$ cat src/rtl/pwm_fade_ctrl_if.sv
// Command and status bundle between a fade requester and pwm_fade_ctrl.
interface pwm_fade_ctrl_if #(
  parameter int unsigned RATE_W = 16
);
  logic              cmd_valid;
  logic              cmd_ready;
  logic [7:0]        cmd_target;
  logic [7:0]        cmd_step;
  logic [RATE_W-1:0] cmd_rate;
  logic              abort;
  logic [7:0]        duty_out;
  logic              period_sync;
  logic              busy;
  logic              done;

  modport master (
    output cmd_valid, cmd_target, cmd_step, cmd_rate, abort,
    input  cmd_ready, duty_out, period_sync, busy, done
  );

  modport slave (
    input  cmd_valid, cmd_target, cmd_step, cmd_rate, abort,
    output cmd_ready, duty_out, period_sync, busy, done
  );
endinterface

$ cat src/rtl/pwm_fade_ctrl.sv
// Soft-start / fade sequencer for a pwm_driver duty input. Duty is stepped toward a
// commanded target, only at 256-clock PWM period boundaries, every (rate+1) periods.
module pwm_fade_ctrl #(
  parameter int unsigned RATE_W = 16
) (
  input  logic            clk_in,
  input  logic            rst_in,
  pwm_fade_ctrl_if.slave  bus
);

  typedef enum logic [0:0] {StIdle, StRamp} state_e;

  state_e            r_state, w_state_d;
  logic [7:0]        r_period_cnt;
  logic [7:0]        r_duty, w_duty_d;
  logic [7:0]        r_target, w_target_d;
  logic [7:0]        r_step, w_step_d;
  logic [RATE_W-1:0] r_rate, w_rate_d;
  logic [RATE_W-1:0] r_rate_cnt, w_rate_cnt_d;
  logic              r_done, w_done_d;

  logic              w_period_tick;
  logic              w_rising;
  logic [8:0]        w_sum;
  logic [8:0]        w_diff;
  logic [7:0]        w_next_duty;

  assign w_period_tick = (r_period_cnt == 8'd255);
  assign w_rising      = (r_target > r_duty);
  // 9-bit arithmetic so the clamp sees overflow/underflow instead of a wrapped value
  assign w_sum         = {1'b0, r_duty} + {1'b0, r_step};
  assign w_diff        = {1'b0, r_duty} - {1'b0, r_step};

  assign bus.cmd_ready   = (r_state == StIdle);
  assign bus.busy        = (r_state == StRamp);
  assign bus.duty_out    = r_duty;
  assign bus.done        = r_done;
  assign bus.period_sync = (r_period_cnt == 8'd0);

  // Free-running PWM period counter, shared phase with the pwm_driver.
  always_ff @(posedge clk_in) begin
    if (rst_in) begin
      r_period_cnt <= 8'd0;
    end else begin
      r_period_cnt <= r_period_cnt + 8'd1;
    end
  end

  // Next duty value, saturated at the target in either direction.
  always_comb begin
    w_next_duty = r_target;
    if (w_rising) begin
      if (w_sum < {1'b0, r_target}) begin
        w_next_duty = w_sum[7:0];
      end
    end else begin
      if (!w_diff[8] && (w_diff[7:0] > r_target)) begin
        w_next_duty = w_diff[7:0];
      end
    end
  end

  // FSM and datapath registers.
  always_ff @(posedge clk_in) begin
    if (rst_in) begin
      r_state    <= StIdle;
      r_duty     <= 8'd0;
      r_target   <= 8'd0;
      r_step     <= 8'd1;
      r_rate     <= '0;
      r_rate_cnt <= '0;
      r_done     <= 1'b0;
    end else begin
      r_state    <= w_state_d;
      r_duty     <= w_duty_d;
      r_target   <= w_target_d;
      r_step     <= w_step_d;
      r_rate     <= w_rate_d;
      r_rate_cnt <= w_rate_cnt_d;
      r_done     <= w_done_d;
    end
  end

  // Next-state logic: command accept in idle, period-paced stepping in ramp.
  always_comb begin
    w_state_d    = r_state;
    w_duty_d     = r_duty;
    w_target_d   = r_target;
    w_step_d     = r_step;
    w_rate_d     = r_rate;
    w_rate_cnt_d = r_rate_cnt;
    w_done_d     = 1'b0;

    unique case (r_state)
      StIdle: begin
        if (bus.cmd_valid) begin
          w_target_d   = bus.cmd_target;
          w_step_d     = (bus.cmd_step == 8'd0) ? 8'd1 : bus.cmd_step;
          w_rate_d     = bus.cmd_rate;
          w_rate_cnt_d = '0;
          if (bus.cmd_target == r_duty) begin
            w_done_d = 1'b1;
          end else begin
            w_state_d = StRamp;
          end
        end
      end
      StRamp: begin
        // Abort wins over a coincident update; duty holds and no done pulse
        if (bus.abort) begin
          w_state_d = StIdle;
        end else if (w_period_tick) begin
          if (r_rate_cnt != r_rate) begin
            w_rate_cnt_d = r_rate_cnt + {{(RATE_W-1){1'b0}}, 1'b1};
          end else begin
            w_rate_cnt_d = '0;
            w_duty_d     = w_next_duty;
            if (w_next_duty == r_target) begin
              w_done_d  = 1'b1;
              w_state_d = StIdle;
            end
          end
        end
      end
      default: w_state_d = StIdle;
    endcase
  end

endmodule

$ cat src/flat_wrapper.sv
// flat-port wrapper written by rule: the top's interface ports become plain ports
module pwm_fade_ctrl_flat 
#(
  parameter int unsigned RATE_W = 16
)
  (clk_in, rst_in, bus_cmd_valid, bus_cmd_target, bus_cmd_step, bus_cmd_rate, bus_abort, bus_cmd_ready, bus_duty_out, bus_period_sync, bus_busy, bus_done);
  pwm_fade_ctrl_if #(.RATE_W(RATE_W)) bus_i ();
  input  logic clk_in;
  input  logic rst_in;
  input wire logic [$bits(bus_i.cmd_valid)-1:0] bus_cmd_valid;
  input wire logic [$bits(bus_i.cmd_target)-1:0] bus_cmd_target;
  input wire logic [$bits(bus_i.cmd_step)-1:0] bus_cmd_step;
  input wire logic [$bits(bus_i.cmd_rate)-1:0] bus_cmd_rate;
  input wire logic [$bits(bus_i.abort)-1:0] bus_abort;
  output wire logic [$bits(bus_i.cmd_ready)-1:0] bus_cmd_ready;
  output wire logic [$bits(bus_i.duty_out)-1:0] bus_duty_out;
  output wire logic [$bits(bus_i.period_sync)-1:0] bus_period_sync;
  output wire logic [$bits(bus_i.busy)-1:0] bus_busy;
  output wire logic [$bits(bus_i.done)-1:0] bus_done;
  assign bus_i.cmd_valid = bus_cmd_valid;
  assign bus_i.cmd_target = bus_cmd_target;
  assign bus_i.cmd_step = bus_cmd_step;
  assign bus_i.cmd_rate = bus_cmd_rate;
  assign bus_i.abort = bus_abort;
  assign bus_cmd_ready = bus_i.cmd_ready;
  assign bus_duty_out = bus_i.duty_out;
  assign bus_period_sync = bus_i.period_sync;
  assign bus_busy = bus_i.busy;
  assign bus_done = bus_i.done;
  pwm_fade_ctrl #(.RATE_W(RATE_W)) u_core (.clk_in(clk_in), .rst_in(rst_in), .bus(bus_i));
endmodule
$ cat config.mk
export PLATFORM = sky130hd
export DESIGN_NAME = pwm_fade_ctrl_flat
export DESIGN_NICKNAME = d
export VERILOG_FILES = /design/src/rtl/pwm_fade_ctrl_if.sv /design/src/rtl/pwm_fade_ctrl.sv /design/src/flat_wrapper.sv
export SDC_FILE = /design/constraint.sdc
export NUM_CORES = 1
export LEC_CHECK = 0
export BUFFER_PORTS_ARGS = -buffer_cell sky130_fd_sc_hd__buf_4
export CAP_MARGIN = 20
export CORE_UTILIZATION = 46
export DETAILED_ROUTE_END_ITERATION = 10
export HOLD_SLACK_MARGIN = 0.1
export PLACE_DENSITY = 0.66
export SYNTH_ARGS = -nofsm -noshare
export SYNTH_HDL_FRONTEND = slang
export SYNTH_SLANG_ARGS = --single-unit
$ cat constraint.sdc
create_clock -name clk_in -period 10.7 [get_ports clk_in]
set_input_delay 0 -clock clk_in [delete_from_list [all_inputs] [get_ports clk_in]]
set_output_delay 0 -clock clk_in [all_outputs]
set_load 0.02 [all_outputs]
# [Yosys cells after proc, flatten, opt, wreduce, memory -nomap -nowiden]
# Cells that the tools add are included.
# W data, S select, Z words.
[word_totals] ff_bits=66 inputBits=36 wordCells=55
[classes] n_addsub=4 magnitude_cmp=3 eq_ne=7 n_mux=23 n_bitwise=3 reduce_logical=7
[op_table] op="$mux W16" n=4
[op_table] op="$mux W8" n=4
[op_table] op="$pmux W16 S2" n=1
[op_table] op="$add A16 B1 Y16 const B" n=1
[op_table] op="$eq A8 B8 Y1" n=2
[op_table] op="$gt A8 B8 Y1" n=2
[op_table] op="$logic_not A8 Y1" n=2
[op_table] op="$ne A16 B16 Y1" n=1
[op_table] op="$mux W1" n=12
[op_table] op="$add A8 B8 Y9" n=1
[op_table] op="$lt A9 B8 Y1" n=1
[op_table] op="$sub A8 B8 Y9" n=1
[op_table] op="$add A8 B1 Y8 const B" n=1
[op_table] op="$eq A8 B8 Y1 const B" n=1
[op_table] op="$ne A2 B2 Y1 const B" n=3
[op_table] op="$pmux W1 S2" n=2
[op_table] op="$reduce_and A4 Y1" n=1
[op_table] op="$not A1 Y1" n=3
[op_table] op="$reduce_and A3 Y1" n=1
[op_table] op="$reduce_and A2 Y1" n=1
[op_table] op="$logic_and A1 B1 Y1" n=1
[op_table] op="$logic_not A1 Y1" n=1

# [Logic depth before layout (Yosys ltp)]
# Gate-level depths: netlist of the first run.
[logic_depth] word_depth=11 depth_mapped=17

# [Worst setup path after synthesis of the first run]
# OpenSTA, ideal clock, no wires.
[synth_path] kind="register to register" from="register u_core.r_duty[2], in the netlist u_core.bus.duty_out[2]" to="register u_core.r_state, in the netlist u_core.bus.busy" setup_time_ps=87 arrival_time_ps=3471 required_time_ps=10613 path_slack_ps=7142 stages_incl_launch_ff=17 n_path_buf=2 path_cell_list="dfxtp_1 ha_1 buf_6 nand2b_1 a221o_1 a21oi_1 nand3b_1 ha_1 a211o_1 a211oi_1 a21o_1 o211ai_1 or2_1 clkbuf_1 o221ai_1 a211oi_2 o31ai_1"
[synth_via] elab_chain_cells=11
[synth_rtl] item="start: declaration" line="pwm_fade_ctrl.sv:15" text="logic [7:0] r_duty, w_duty_d;"
[synth_rtl] item="start signal: assignment" line="pwm_fade_ctrl.sv:75" text="r_duty <= w_duty_d;"
[synth_rtl] item="$sub A8 B8 Y9" line="pwm_fade_ctrl.sv:32" text="assign w_diff = {1'b0, r_duty} - {1'b0, r_step};"
[synth_rtl] item="$gt A8 B8 Y1 or $logic_not A1 Y1 (tied branches)" line="pwm_fade_ctrl.sv:57" text="if (!w_diff[8] && (w_diff[7:0] > r_target)) begin"
[synth_rtl] item="$logic_and A1 B1 Y1" line="pwm_fade_ctrl.sv:57"
[synth_rtl] item="$mux W8" line="pwm_fade_ctrl.sv:57"
[synth_rtl] item="$mux W8" line="pwm_fade_ctrl.sv:52" text="if (w_rising) begin"
[synth_rtl] item="$eq A8 B8 Y1" line="pwm_fade_ctrl.sv:118" text="if (w_next_duty == r_target) begin"
[synth_rtl] item="$mux W1" line="pwm_fade_ctrl.sv:118"
[synth_rtl] item="$mux W1" line="pwm_fade_ctrl.sv:113" text="if (r_rate_cnt != r_rate) begin"
[synth_rtl] item="$mux W1" line="pwm_fade_ctrl.sv:112" text="end else if (w_period_tick) begin"
[synth_rtl] item="$mux W1" line="pwm_fade_ctrl.sv:110" text="if (bus.abort) begin"
[synth_rtl] item="$pmux W1 S2 (*)" line="pwm_fade_ctrl.sv:94" text="unique case (r_state)"
[synth_rtl] item="end signal: assignment" line="pwm_fade_ctrl.sv:66" text="r_state <= StIdle;"
[synth_rtl] item="end signal: assignment" line="pwm_fade_ctrl.sv:74" text="r_state <= w_state_d;"
[synth_rtl] item="end: declaration" line="pwm_fade_ctrl.sv:13" text="state_e r_state, w_state_d;"
# Every way passes the cells marked *; elsewhere a longest branch is shown, timed or not.
# A chain may end at the register's enable or synchronous reset.

# [Final worst setup path of the first run]
[layout_path] from="register u_core.r_duty[0], in the netlist u_core.bus.duty_out[0]" to="register u_core.r_state, in the netlist u_core.bus.busy"
# The elaborated chain is that of the path after synthesis.

==> results of run 1 <==
[registers in the layout (all words and copies together) (netlist names)]
register and cells:
u_core.bus.busy 1, u_core.bus.done 1, u_core.bus.duty_out 8, u_core.r_period_cnt 8, u_core.r_rate 16, u_core.r_rate_cnt 16
u_core.r_step 8, u_core.r_target 8
[stage by stage]
| step | hold WS (ns) | power [mW] | cell area [um2] | cells | util [%] |
|---|---|---|---|---|---|
| after floorplan | 0.136 | 0.369 | 4570 | 566 | - |
| after global placement | 0.248 | 0.407 | 4990 | 722 | 51.5 |
| after detailed placement | 0.258 | 0.409 | 4990 | 722 | 51.5 |
| after CTS | 0.115 | 0.639 | 5520 | 770 | 57.0 |
| after global routing | 0.124 | 0.671 | 5520 | 770 | 57.0 |
| final | 0.121 | 0.635 | 5520 | 770 | 57.0 |
[report_power, final]
part / switching [mW] / total, mW / internal, mW
Sequential: 0.0119 / 0.267 / 0.255
Clock: 0.0991 / 0.220 / 0.121
Combinational: 0.0802 / 0.148 / 0.0679
[cell type report]
type	instances	share of cell area [%]
Tap cell	133	3.01
Multi-Input combinational cell	440	54.5
Clock inverter	5	1.09
Inverter	34	2.31
Sequential cell	66	23.9
Clock buffer	11	2.74
Timing Repair Buffer	81	12.5
[cells in the mapped netlist, drive strengths merged (2+ instances only)]
library cell and count:
nor4b 2, o221ai 2, nand2b 10, nor4 7, o21ai 8, or2 4
a22oi 2, clkbuf 19, o21a 3, a21oi 55, inv 34, nand4 16
and3 6, a21o 7, xor2 23, a211o 8, a221o 4, fa 2
a2111oi 2, ha 42, o211ai 7, xnor2 35, nand3b 4, o22ai 5
a211oi 8, a311oi 2, a41oi 2, nand2 79, dfxtp 66, nor2 43
nand3 12, buf 7, or3 2, a31oi 2, mux2 2, nor2b 7
o311ai 2, nor3b 3, nor3 7
[path summary, 6_finish.rpt]
check	startpoint	endpoint	slack (ns)	cells after the start
hold reg to reg	u_core.r_period_cnt[0]	u_core.r_period_cnt[0]	0.47	1
hold / removal	rst_in	u_core.r_rate_cnt[10]	0.12	2
setup reg to reg	u_core.bus.duty_out[0]	u_core.bus.busy	6.66	16
setup / recovery	u_core.bus.duty_out[0]	u_core.bus.busy	6.66	16
[repair_timing]
| item | in CTS | in global routing |
|---|---|---|
| hold buffers | 32 | 0 |
| hold endpoints to repair | 32 | 0 |
| resized for setup | 0 | 0 |
| setup endpoints to repair | 0 | 0 |
[per-layer routing]
| layer | vias up | global-route usage (%) |
|---|---|---|
| met5 | - | 0 |
| met4 | 0 | 5.24 |
| met3 | 14 | 4.28 |
| met2 | 101 | 41.1 |
| met1 | 1980 | 33.9 |
| li1 | 2126 | - |
[critical path, cell delays in order, from the launching register on]
cell      delay (ns)
dfxtp_1         0.41
inv_1           0.09
ha_1            0.18
inv_1           0.07
fa_1            0.42
a21o_1          0.24
a41oi_2         0.24
nand2_1         0.12
xor2_1          0.30
ha_1            0.32
a21oi_1         0.13
nand2_1         0.07
a211o_1         0.31
and3_1          0.26
a221o_1         0.36
a211oi_2        0.26
o31ai_1         0.11
[cells by family after synthesis]
family          after synthesis  share of synthesized area (%)
simple gates                205                           21.8
fa+ha+maj                    44                           12.4
compound gates              129                           19.3
mux                           3                          0.712
xor+xnor                     59                           11.6
flops                        66                           28.9
buf+inv                      60                           5.36
==> results.ini, run 1 <==
[route]
wl_met2_mm=5.63
drt_iter0_markers=277
dr_wl_met3_um=532
vias=4221
vias_per_cell=5.48
avgRoutedWirePerCell_um=15.5
drcViolationCount=0
drt_wl_total_mm=11.9
final_antenna_net_count=0
detailedRoute.firstPassIterationCount=5
top_layer_used=met4
drt-met1-wl_mm=5.62

[synth]
synth_area_um2=4570
ys_seq_elements=66
yosysTopAreaCell=dfxtp_1
synth-main-ff-cell=dfxtp_1
yosysUniqueCellTypes=65
async_flop_share_pct=0
ys_seq_area_share_pct=28.9
synth_fp_nets=646
synth_top_area_share_pct=28.9
synth.area.top_cells=dfxtp_1 29%, ha_1 11%, xnor2_1 6.7%, nand2_1 6.4%, a21oi_1 6.0%
yosys_warnings=0
synth_area_per_cell_um2=8.08
synth_edf_count=0
netlist_instances=566

[sta]
slew_viol_final=0
clock_skew_ns=0.0197
relSlewSlack_pct=59.5
period_needed_ns=4.04
rsz0062_at_grt=false
finalSetupTns_ns=0
period_share_pct=37.8
finalHoldViolCount=0
tightest_slew_ns=0.608
setup_violations=0
fmax_mhz=248
fin_ws_ns=6.66

[clock_tree]
cts_made_buffers=9
h-tree-depth=3
postCtsSetupBuffers=0
clkLatencyLatePin_ns=0.34
cts.sinks=66
clk_pin_slew_ns=0.08
cts_tree=yes
ctsRootBufferMaster=clkbuf_8
clockBufferDepth=2

[global_route]
grt_pass1_wl_mm=20.0
antenna_found_initial=0
grt_usage_pct=24.9
grt_pass1_vias=3989
grt_max_degree=55
overflow=0

[setup_path]
crit_path_max_fanout=6
required_ns=10.90
cp.arrival_ns=4.24
cp-start-kind=flop
worstSetupEndpointType=flop
critical_path_class=flop to flop

[job]
cap_violations=0

[run_status]
status=completed

[layout]
multi_input_area_um2=3010
layout.nets=712
regArea_um2=1320
layout_commonest_cell=nand2_1
diodes=0
synthToLayoutAreaGrowth_pct=20.8
drive_gt1_share_pct=12.6
fillCellCount=875
final_cell_mix=78 x nand2_1, 66 x dfxtp_1, 55 x a21oi_1

[floorplanning]
rows=36
die_area_um2=10300
pin_count=48
die_h_um=102
die_w_um=102
core_um2=9680
start_util_pct=47.2

[pwr]
ir_worst_vdd_v=0.0000952
p_leak_nw=2.18
powerDensity_nw_per_um2=115

[placed_design]
place_ws_ns=6.76
dp_hpwl_mm=8.87
io_buffers=47
gp_congestion=0.904

[hold_path]
min_path_type=primary input to flop

Power figures use the tool's default switching activity.
==> inputs of run 2 (changes only) <==
--- a/config.mk
+++ b/config.mk
@@ -5,6 +5,7 @@
 export SDC_FILE = /design/constraint.sdc
 export NUM_CORES = 1
 export LEC_CHECK = 0
+export ABC_AREA = 1
 export BUFFER_PORTS_ARGS = -buffer_cell sky130_fd_sc_hd__buf_4
 export CAP_MARGIN = 20
 export CORE_UTILIZATION = 46
==> constraint.sdc (replaced) <==
create_clock -name clk_in -period 4.2 [get_ports clk_in]
set_input_delay 0 -clock clk_in [delete_from_list [all_inputs] [get_ports clk_in]]
set_output_delay 0 -clock clk_in [all_outputs]
set_load 0.02 [all_outputs]
==> results.ini, run 2 <==
[sta]
clock_skew_ns=0.0148  ; was 0.0197 ns
rsz0062_at_grt=false  ; unchanged
fmax_mhz=275  ; was 248 MHz
tightest_slew_ns=0.585  ; was 0.608 ns
period_share_pct=86.5  ; was 37.8%
relSlewSlack_pct=61.0  ; was 59.5%
fin_ws_ns=0.565  ; was 6.66 ns
finalSetupTns_ns=0  ; unchanged
period_needed_ns=3.63  ; was 4.04 ns
finalHoldViolCount=0  ; unchanged
slew_viol_final=0  ; unchanged
setup_violations=0  ; unchanged

[global_route]
grt_pass1_wl_mm=23.4  ; was 20.0 mm
grt_max_degree=53  ; was 55
overflow=0  ; unchanged
grt_pass1_vias=4871  ; was 3989
antenna_found_initial=0  ; unchanged
grt_usage_pct=26.6  ; was 24.9%

[placed_design]
io_buffers=47  ; unchanged
dp_cells=904  ; was 722
place_ws_ns=0.484  ; was 6.76 ns
gp_congestion=0.966  ; was 0.904
dp_hpwl_mm=10.6  ; was 8.87 mm

[route]
avgRoutedWirePerCell_um=14.6  ; was 15.5 um
drt_iter0_markers=314  ; was 277
drcViolationCount=0  ; unchanged
vias=5089  ; was 4221
detailedRoute.firstPassIterationCount=5  ; unchanged
vias_per_cell=5.33  ; was 5.48
drt_wl_total_mm=13.9  ; was 11.9 mm
final_antenna_net_count=0  ; unchanged

[synth]
synth_area_um2=4920  ; was 4570 um2
synth_area_per_cell_um2=6.70  ; was 8.08 um2
post-synth-top-count-cell=nand2_1  ; unchanged
yosysTopAreaCell=dfxtp_1  ; unchanged
netlist_instances=734  ; was 566
synth-main-ff-cell=dfxtp_1  ; unchanged
ys_seq_elements=66  ; unchanged
yosysUniqueCellTypes=44  ; was 65
yosys_warnings=0  ; unchanged
async_flop_share_pct=0  ; unchanged
synth_edf_count=0  ; unchanged
synth.area.top_cells=dfxtp_1 27%, nand2_1 12%, ha_1 11%, inv_1 7.3%, nand3_1 7.2%  ; was dfxtp_1 29%, ha_1 11%, xnor2_1 6.7%, nand2_1 6.4%, a21oi_1 6.0%
ys_top_cells_by_count=151 x nand2_1, 95 x inv_1, 72 x nor2_1  ; was 78 x nand2_1, 66 x dfxtp_1, 55 x a21oi_1
synth_top_area_share_pct=26.9  ; was 28.9%
synth_fp_nets=814  ; was 646
ys_seq_area_share_pct=26.9  ; was 28.9%

[clock_tree]
h-tree-depth=3  ; unchanged
clockBufferDepth=2  ; unchanged
postCtsSetupBuffers=0  ; unchanged
clk_pin_slew_ns=0.08  ; about the same
cts_tree=yes  ; unchanged
cts.sinks=66  ; unchanged
clkLatencyLatePin_ns=0.35  ; was 0.34 ns
ctsRootBufferMaster=clkbuf_8  ; unchanged
cts_made_buffers=9  ; unchanged

[floorplanning]
die_w_um=105  ; was 102 um
die_area_um2=11100  ; was 10300 um2
die_h_um=105  ; was 102 um
start_util_pct=47.6  ; was 47.2%
rows=37  ; was 36
core_um2=10300  ; was 9680 um2
pin_count=48  ; unchanged

[layout]
fillCellCount=1004  ; was 875
drive_gt1_share_pct=13.4  ; was 12.6%
multi_input_area_um2=3070  ; was 3010 um2
top_regs=u_core.r_rate: 16 flops, u_core.r_rate_cnt: 16 flops  ; unchanged
regArea_um2=1320  ; unchanged
layout.nets=893  ; was 712
final_cell_mix=150 x nand2_1, 95 x inv_1, 72 x nor2_1  ; was 78 x nand2_1, 66 x dfxtp_1, 55 x a21oi_1
layout_commonest_cell=nand2_1  ; unchanged
diodes=0  ; unchanged
final_cells=954  ; was 770
synthToLayoutAreaGrowth_pct=20.0  ; was 20.8%

[pwr]
powerDensity_nw_per_um2=288  ; was 115 nW/um2
p_leak_nw=2.81  ; was 2.18 nW
ir_worst_vdd_v=0.000251  ; was 0.0000952 V

[setup_path]
cp-start-kind=flop  ; unchanged
required_ns=4.43  ; was 10.90 ns
r2r_slack_ns=0.57  ; was 6.66 ns
crit_path_max_fanout=12  ; was 6
worstSetupEndpointType=flop  ; unchanged
cp.arrival_ns=3.87  ; was 4.24 ns
critical_path_class=flop to flop  ; unchanged

[run_status]
status=completed  ; unchanged

[hold_path]
min_path_type=primary input to flop  ; unchanged

[job]
cap_violations=0  ; unchanged

run 2: area by class of cell:
cell class / count / area share [%]
clock inverter: 6 / 0.700
multi-input combinational: 543 / 52.1
tap: 136 / 2.88
sequential: 66 / 22.4
clock buffer: 10 / 2.33
inverter: 102 / 6.57
timing repair buffer: 91 / 13.0
run 2: critical path: stages (launching register included):
cell and delay [ns]:
dfxtp_1 0.39, ha_1 0.29, fa_1 0.43, nand3_1 0.13, nand2_2 0.08, xor2_1 0.25, ha_1 0.30, nand2_1 0.09
nor2_1 0.05, nor2_1 0.08, nand2_1 0.07, nand2_1 0.06, nand2_1 0.06, nand2_2 0.19, nand2_2 0.23, nand2_1 0.15
nand2_1 0.07, nand2_1 0.07, nand3_1 0.08, nand2_1 0.07, nand2_1 0.06, nor2_2 0.10, nand3_1 0.09, nand2_1 0.06
a21oi_1 0.06
run 2: per-stage QoR:
stage / power (mW) / hold WS [ns] / utilization [%] / area (um2)
floorplan: 1.06 / 0.167 / - / 4920
global placement: 1.17 / 0.250 / 52.1 / 5380
detailed placement: 1.18 / 0.257 / 52.1 / 5380
CTS: 1.71 / 0.168 / 57.1 / 5900
global route: 1.82 / 0.210 / 57.1 / 5900
finish: 1.70 / 0.185 / 57.1 / 5900
run 2: power breakdown:
part / internal (mW) / total [mW] / switching (mW)
Combinational: 0.198 / 0.525 / 0.327
Sequential: 0.656 / 0.679 / 0.0231
Clock: 0.230 / 0.494 / 0.264
Total: 1.08 / 1.70 / 0.614
run 2: kinds of logic after synthesis:
logic type	synth area share, %
AND/OR/NAND/NOR	33.3
XOR/XNOR	4.45
AO/OA/AOI/OAI	13.2
buffers and inverters	10.7
adder cells (fa/ha/maj)	11.5
flip-flops	26.9
run 2: path summary, 6_finish.rpt:
kind / endpoint / start / depth (start not counted)
worst max-delay path: u_core.bus.busy / u_core.bus.duty_out[0] / 24
worst min-delay path: u_core.r_rate_cnt[2] / bus_cmd_valid / 5
worst max register to register: u_core.bus.busy / u_core.bus.duty_out[0] / 24
worst min register to register: u_core.r_period_cnt[0] / u_core.r_period_cnt[0] / 1
run 2: metal layers:
metal	share of wire, %	GRT usage [%]
met1	46	33.7
met2	46	44.3
met3	5.1	4.33
met4	3.5	11.9
met5	0	0
run 2: timing repair:
action	in CTS	in global routing
hold endpoints to repair	43	0
endpoints found under the setup margin	0	1
gates resized for setup	0	1
hold buffers	34	0
